--- src/rtl/branch_predictor.sv ---
// Direct-mapped BTB with per-entry saturating direction counters and a mispredict counter.
// Latency: lookup is combinational (zero cycles); updates, flush and counter changes land on the next rising edge.
// Backpressure: none; every update is accepted in the cycle it is presented.
//
// Ports:
//   clk_i, rst_i (async active-low)
//   lkp_pc_i -> pred_hit_o / pred_taken_o / pred_target_o   IF-stage prediction
//   upd_valid_i, upd_pc_i, upd_taken_i, upd_target_i, upd_mispred_i  resolved-branch training
//   flush_i      invalidate every entry (targets and counters are kept)
//   perf_clr_i   clear mispred_cnt_o
//   mispred_cnt_o  saturating count of qualified mispredicts
module branch_predictor #(
  parameter int ADDR_W  = 32,
  parameter int ENTRIES = 16,
  parameter int CTR_W   = 2
) (
  input  logic              clk_i,
  input  logic              rst_i,
  input  logic [ADDR_W-1:0] lkp_pc_i,
  output logic              pred_hit_o,
  output logic              pred_taken_o,
  output logic [ADDR_W-1:0] pred_target_o,
  input  logic              upd_valid_i,
  input  logic [ADDR_W-1:0] upd_pc_i,
  input  logic              upd_taken_i,
  input  logic [ADDR_W-1:0] upd_target_i,
  input  logic              upd_mispred_i,
  input  logic              flush_i,
  input  logic              perf_clr_i,
  output logic [31:0]       mispred_cnt_o
);

  localparam int IDX_W = $clog2(ENTRIES);
  localparam int TAG_W = ADDR_W - IDX_W - 2;

  localparam logic [CTR_W-1:0] CTR_MAX = {CTR_W{1'b1}};
  // Newly allocated entries start weakly taken; reset leaves them weakly not-taken.
  localparam logic [CTR_W-1:0] CTR_WT  = CTR_W'(1 << (CTR_W - 1));
  localparam logic [CTR_W-1:0] CTR_WNT = CTR_W'((1 << (CTR_W - 1)) - 1);

  logic [ENTRIES-1:0] r_valid;
  logic [TAG_W-1:0]   r_tag [ENTRIES];
  logic [ADDR_W-1:0]  r_tgt [ENTRIES];
  logic [CTR_W-1:0]   r_ctr [ENTRIES];
  logic [31:0]        r_mispred_cnt;

  logic [IDX_W-1:0] w_lkp_idx;
  logic [TAG_W-1:0] w_lkp_tag;
  logic             w_lkp_hit;
  logic             w_lkp_taken;
  logic [IDX_W-1:0] w_upd_idx;
  logic [TAG_W-1:0] w_upd_tag;
  logic             w_upd_hit;
  logic [CTR_W-1:0] w_ctr_cur;
  logic [CTR_W-1:0] w_ctr_nxt;
  logic             w_unused_pc;

  // Instructions are word aligned, so the two low PC bits take no part in index or tag.
  assign w_unused_pc = ^upd_pc_i[1:0];

  // Lookup path: reads registered state only, so a same-cycle update is not visible.
  assign w_lkp_idx   = lkp_pc_i[IDX_W+1:2];
  assign w_lkp_tag   = lkp_pc_i[ADDR_W-1:IDX_W+2];
  assign w_lkp_hit   = r_valid[w_lkp_idx] && (r_tag[w_lkp_idx] == w_lkp_tag);
  assign w_lkp_taken = w_lkp_hit && r_ctr[w_lkp_idx][CTR_W-1];

  assign pred_hit_o    = w_lkp_hit;
  assign pred_taken_o  = w_lkp_taken;
  assign pred_target_o = w_lkp_taken ? r_tgt[w_lkp_idx] : (lkp_pc_i + ADDR_W'(4));
  assign mispred_cnt_o = r_mispred_cnt;

  assign w_upd_idx = upd_pc_i[IDX_W+1:2];
  assign w_upd_tag = upd_pc_i[ADDR_W-1:IDX_W+2];
  assign w_upd_hit = r_valid[w_upd_idx] && (r_tag[w_upd_idx] == w_upd_tag);

  // Saturating step of the indexed counter in the direction of the outcome.
  always_comb begin
    w_ctr_cur = r_ctr[w_upd_idx];
    w_ctr_nxt = w_ctr_cur;
    if (upd_taken_i) begin
      if (w_ctr_cur != CTR_MAX) w_ctr_nxt = w_ctr_cur + CTR_W'(1);
    end else begin
      if (w_ctr_cur != '0) w_ctr_nxt = w_ctr_cur - CTR_W'(1);
    end
  end

  // Entry state. Flush outranks a concurrent update, which is dropped.
  always_ff @(posedge clk_i or negedge rst_i) begin
    if (!rst_i) begin
      r_valid <= '0;
      for (int i = 0; i < ENTRIES; i++) begin
        r_tag[i] <= '0;
        r_tgt[i] <= '0;
        r_ctr[i] <= CTR_WNT;
      end
    end else if (flush_i) begin
      r_valid <= '0;
    end else if (upd_valid_i) begin
      if (w_upd_hit) begin
        r_ctr[w_upd_idx] <= w_ctr_nxt;
        if (upd_taken_i) r_tgt[w_upd_idx] <= upd_target_i;
      end else if (upd_taken_i) begin
        // Miss on a taken branch replaces whatever alias occupies the slot.
        r_valid[w_upd_idx] <= 1'b1;
        r_tag[w_upd_idx]   <= w_upd_tag;
        r_tgt[w_upd_idx]   <= upd_target_i;
        r_ctr[w_upd_idx]   <= CTR_WT;
      end
    end
  end

  // Mispredict counter keeps counting through a flush; clear beats increment.
  always_ff @(posedge clk_i or negedge rst_i) begin
    if (!rst_i) begin
      r_mispred_cnt <= '0;
    end else if (perf_clr_i) begin
      r_mispred_cnt <= '0;
    end else if (upd_valid_i && upd_mispred_i && (r_mispred_cnt != 32'hFFFF_FFFF)) begin
      r_mispred_cnt <= r_mispred_cnt + 32'd1;
    end
  end

endmodule

--- config.mk ---
export PLATFORM = sky130hd
export DESIGN_NAME = branch_predictor
export DESIGN_NICKNAME = d
export VERILOG_FILES = /design/src/rtl/branch_predictor.sv
export SDC_FILE = /design/constraint.sdc
export NUM_CORES = 2
export LEC_CHECK = 0
export ABC_AREA = 1
export BUFFER_PORTS_ARGS = -buffer_cell sky130_fd_sc_hd__buf_4
export CAP_MARGIN = 0
export CORE_MARGIN = 2
export CORE_UTILIZATION = 42
export DETAILED_ROUTE_END_ITERATION = 8
export HOLD_SLACK_MARGIN = 0.1
export PLACE_DENSITY_LB_ADDON = 0.12
export SLEW_MARGIN = 40
export SYNTH_ARGS = -nofsm -noshare
export SYNTH_HDL_FRONTEND = slang
export SYNTH_SLANG_ARGS = --single-unit
export TNS_END_PERCENT = 10
--- constraint.sdc ---
create_clock -name clk_i -period 5.55 [get_ports clk_i]
set_input_delay 0.555 -clock clk_i [delete_from_list [all_inputs] [get_ports clk_i]]
set_output_delay 0.555 -clock clk_i [all_outputs]
set_load 0.02 [all_outputs]
==> metrics.txt <==
Post-CTS Setup Bufs 0; top achievable clock speed ~190 MHz; Bufs on Longest Clock Path 3; main combinational cell family by area after synthesis simple AND/OR/NAND/NOR gates; Tot Pwr between 15 and 20 mW; synthesis-stage register bit count 1008; simple-gate share of the synthesized area 0.287; Startpoint Class primary input; vias in the first global route between 40000 and 50000; syn_nets between 7000 and 8000; DR vias/cell between 5 and 6; Tightest Pin Transition 918 ps; IO Pins ~170; Final Wtd Congestion 0.961; r2r worst-path depth 20; Synth Area per Inst 7.08 sq um; TritonCTS clock tree done; initial core utilization 0.422; Fin. Hold Viols 0; Sequential cell area between 0.02 and 0.03 sq mm; hold_sp upd_pc_i[10]; Top cell by count, worst path nand2_1; Finished Core Util 0.476; H-tree depth 3; Overflow after GRT 0; synth warn 0; RR Startpoint r_tag[144]$_DFFE_PN0P_; die width 365 microns; mux cell area share after synthesis 0; Slew Viols, Final 0; Initial DRT Pass Iterations 7; critical path's slowest cell clkinv_2; area grow syn2layout 12.6%; Core Area 0.129 sq mm; footprint of the multi-input gates 0.0252 sq mm; layout cells sized above 1 0.0779; adder-cell share of the synthesized area 0.000458; min cycle time layout 5220 ps; first-pass GRT wire length 311 mm; Lkg Pwr 30.4 nW; Worst slew margin 0.387; Port Buffer Count 166; Max Cap Viol 0; Post-Syn Area 0.0546 sq mm; Clk Latency, worst-skew pair 770 ps; post-synthesis compound-gate area fraction 0.166; Required @ worst endpoint 4990 ps; Reg clk slew, reported paths 60 ps; Reg-to-Reg End r_valid[2]$_DFFE_PN0P_; Post-route DRC 0; final setup fails 0; post-synthesis sequential area ratio 0.462; worst vdd ir 0.000275 V; # hold bufs at CTS 34; WP data arrival 4670 ps; most frequent cells in the layout 2722 x nand2_1, 1139 x o21ai_0, 992 x dfrtp_1, 535 x nand3_1, 507 x nor2_1; hpwl dp 123 mm; clock skew around 56 ps; Synth Area in XOR/XNOR 0.00465; commonest non-fill, non-tap cell in the layout nand2_1; Die ar. roughly 0.13 sq mm; post-route setup TNS 0 ps; # nets final 7683; Final period util 0.941; Hold WC Path Type primary input to flop; via count 52500; CTS sink cnt 1008; RSZ-0062 raised after global routing no; cell row count ~130; r2r setup slk between 2000 and 2500 ps; CP Class primary input to output pin; outcome completed; Root Buffer clkbuf_16; pin count of the biggest net entering global routing 143; power density cells ~320 mW/mm^2; Syn Inst Count 7709; filler cell count in the final layout 13100; CP max FO 41; Crit path largest cell delay 760 ps; CTS Buf Count 116; Worst Setup End Kind output pin; drt total wl 205 mm; Hold Crit Endpoint r_tag[108]$_DFFE_PN0P_; hold path depth 3; ANT nets after route 0; Yosys cell types 48; initial antenna violation count 6; worst path cell trace buf_4 > nand2_1 > clkinv_2 > buf_4 > nand2_1 > nand2_1 > inv_1 > nand3b_1 > nand2_1 > nand3_1 > nor2_1 > nand2_1 > nor2_1 > nand3_2 > buf_4 > o21ai_0 > buf_4; Iter 0 DRT Violations 6290; total track usage 0.307; PostCTS Resize Cnt 0; Wirelength per Cell roughly 22 microns; Die Y roughly 360 microns
-- cell type report --
cell class / instances / share of cell area
well taps: 1742 / 0.0354
flip-flops and latches: 1008 / 0.410
clock inverters: 48 / 0.00850
inverters: 478 / 0.0295
multi-input cells: 5628 / 0.410
clock buffers: 166 / 0.0537
repair buffers: 346 / 0.0523
diodes: 3 / 0.000122
-- kinds of logic after synthesis --
kind of cell,Yosys count
AND/OR/NAND/NOR,3901
buffers and inverters,1073
AO/OA/AOI/OAI,1696
adder cells (fa/ha/maj),2
XOR/XNOR,29
flip-flops,1008
-- synthesized netlist by cell type (all sizes together) --
cell | n | area share
nand2 | 2754 | 0.19
o21ai | 1243 | 0.11
dfrtp | 992 | 0.45
nand3 | 536 | 0.049
nor2 | 531 | 0.037
inv | 476 | 0.033
clkbuf | 389 | 0.027
a21oi | 221 | 0.020
buf | 206 | 0.021
o22ai | 83 | 0.0095
o211ai | 48 | 0.0066
nor3 | 34 | 0.0034
xor2 | 29 | 0.0047
nand4 | 27 | 0.0031
o221ai | 25 | 0.0040
a221oi | 20 | 0.0032
a22oi | 19 | 0.0026
dfstp | 16 | 0.0077
a32o | 13 | 0.0024
a31oi | 9 | 0.0010
nor4 | 8 | 0.00092
o211a | 7 | 0.0013
o21a | 4 | 0.00055
nand3b | 3 | 0.00041
or2 | 3 | 0.00034
and2 | 2 | 0.00023
clkinv | 2 | 0.00014
ha | 2 | 0.00046
o31ai | 2 | 0.00027
a211oi | 1 | 0.00014
a2bb2oi | 1 | 0.00016
and3 | 1 | 0.00011
nor3b | 1 | 0.00014
or3 | 1 | 0.00011
-- sequential cells by signal (all words and copies together) (netlist names) --
register       cells
mispred_cnt_o     32
r_tag            416
r_tgt            512
r_ctr             32
r_valid           16
-- per-stage QoR --
stage	instances	cell area [sq um]	hold slack [ps]	setup slack (ps)
final	9419	61500	165	329
after global routing	9418	61500	156	210
after CTS	9413	61400	121	391
after detailed placement	9165	57300	458	395
after global placement	9160	57100	453	403
after floorplan	7709	54600	259	2080
-- critical path: cells and delay by family --
family | cells | cell delay (ps)
AOI/OAI and AO/OA | 1 | 470
buffers and inverters | 6 | 2040
and+or+nand+nor | 10 | 1510
-- worst max path at each step --
stage	from	slack, ps	end	cells after the start
6_report	lkp_pc_i[4]	330	pred_target_o[23]	17
5_1_grt	lkp_pc_i[4]	210	pred_target_o[23]	17
4_1_cts	lkp_pc_i[4]	390	pred_target_o[23]	17
3_5_place_dp	lkp_pc_i[4]	390	pred_target_o[23]	17
3_3_place_gp	lkp_pc_i[4]	400	pred_target_o[23]	17
2_1_floorplan	lkp_pc_i[2]	2080	pred_target_o[12]	12
-- metal layers --
| layer | part of all wire | track usage |
|---|---|---|
| met4 | 0.041 | 0.118 |
| met1 | 0.45 | 0.446 |
| met2 | 0.43 | 0.455 |
| met5 | 0.00025 | 0 |
| met3 | 0.086 | 0.0550 |
-- power breakdown --
part / internal, mW / switching [mW] / total, mW / leakage, nW
clock: 4.42 / 3.34 / 7.77 / 1.88
sequential: 8.27 / 0.525 / 8.80 / 13.2
combinational: 1.05 / 2.13 / 3.17 / 15.2
Power figures use the tool's default switching activity.
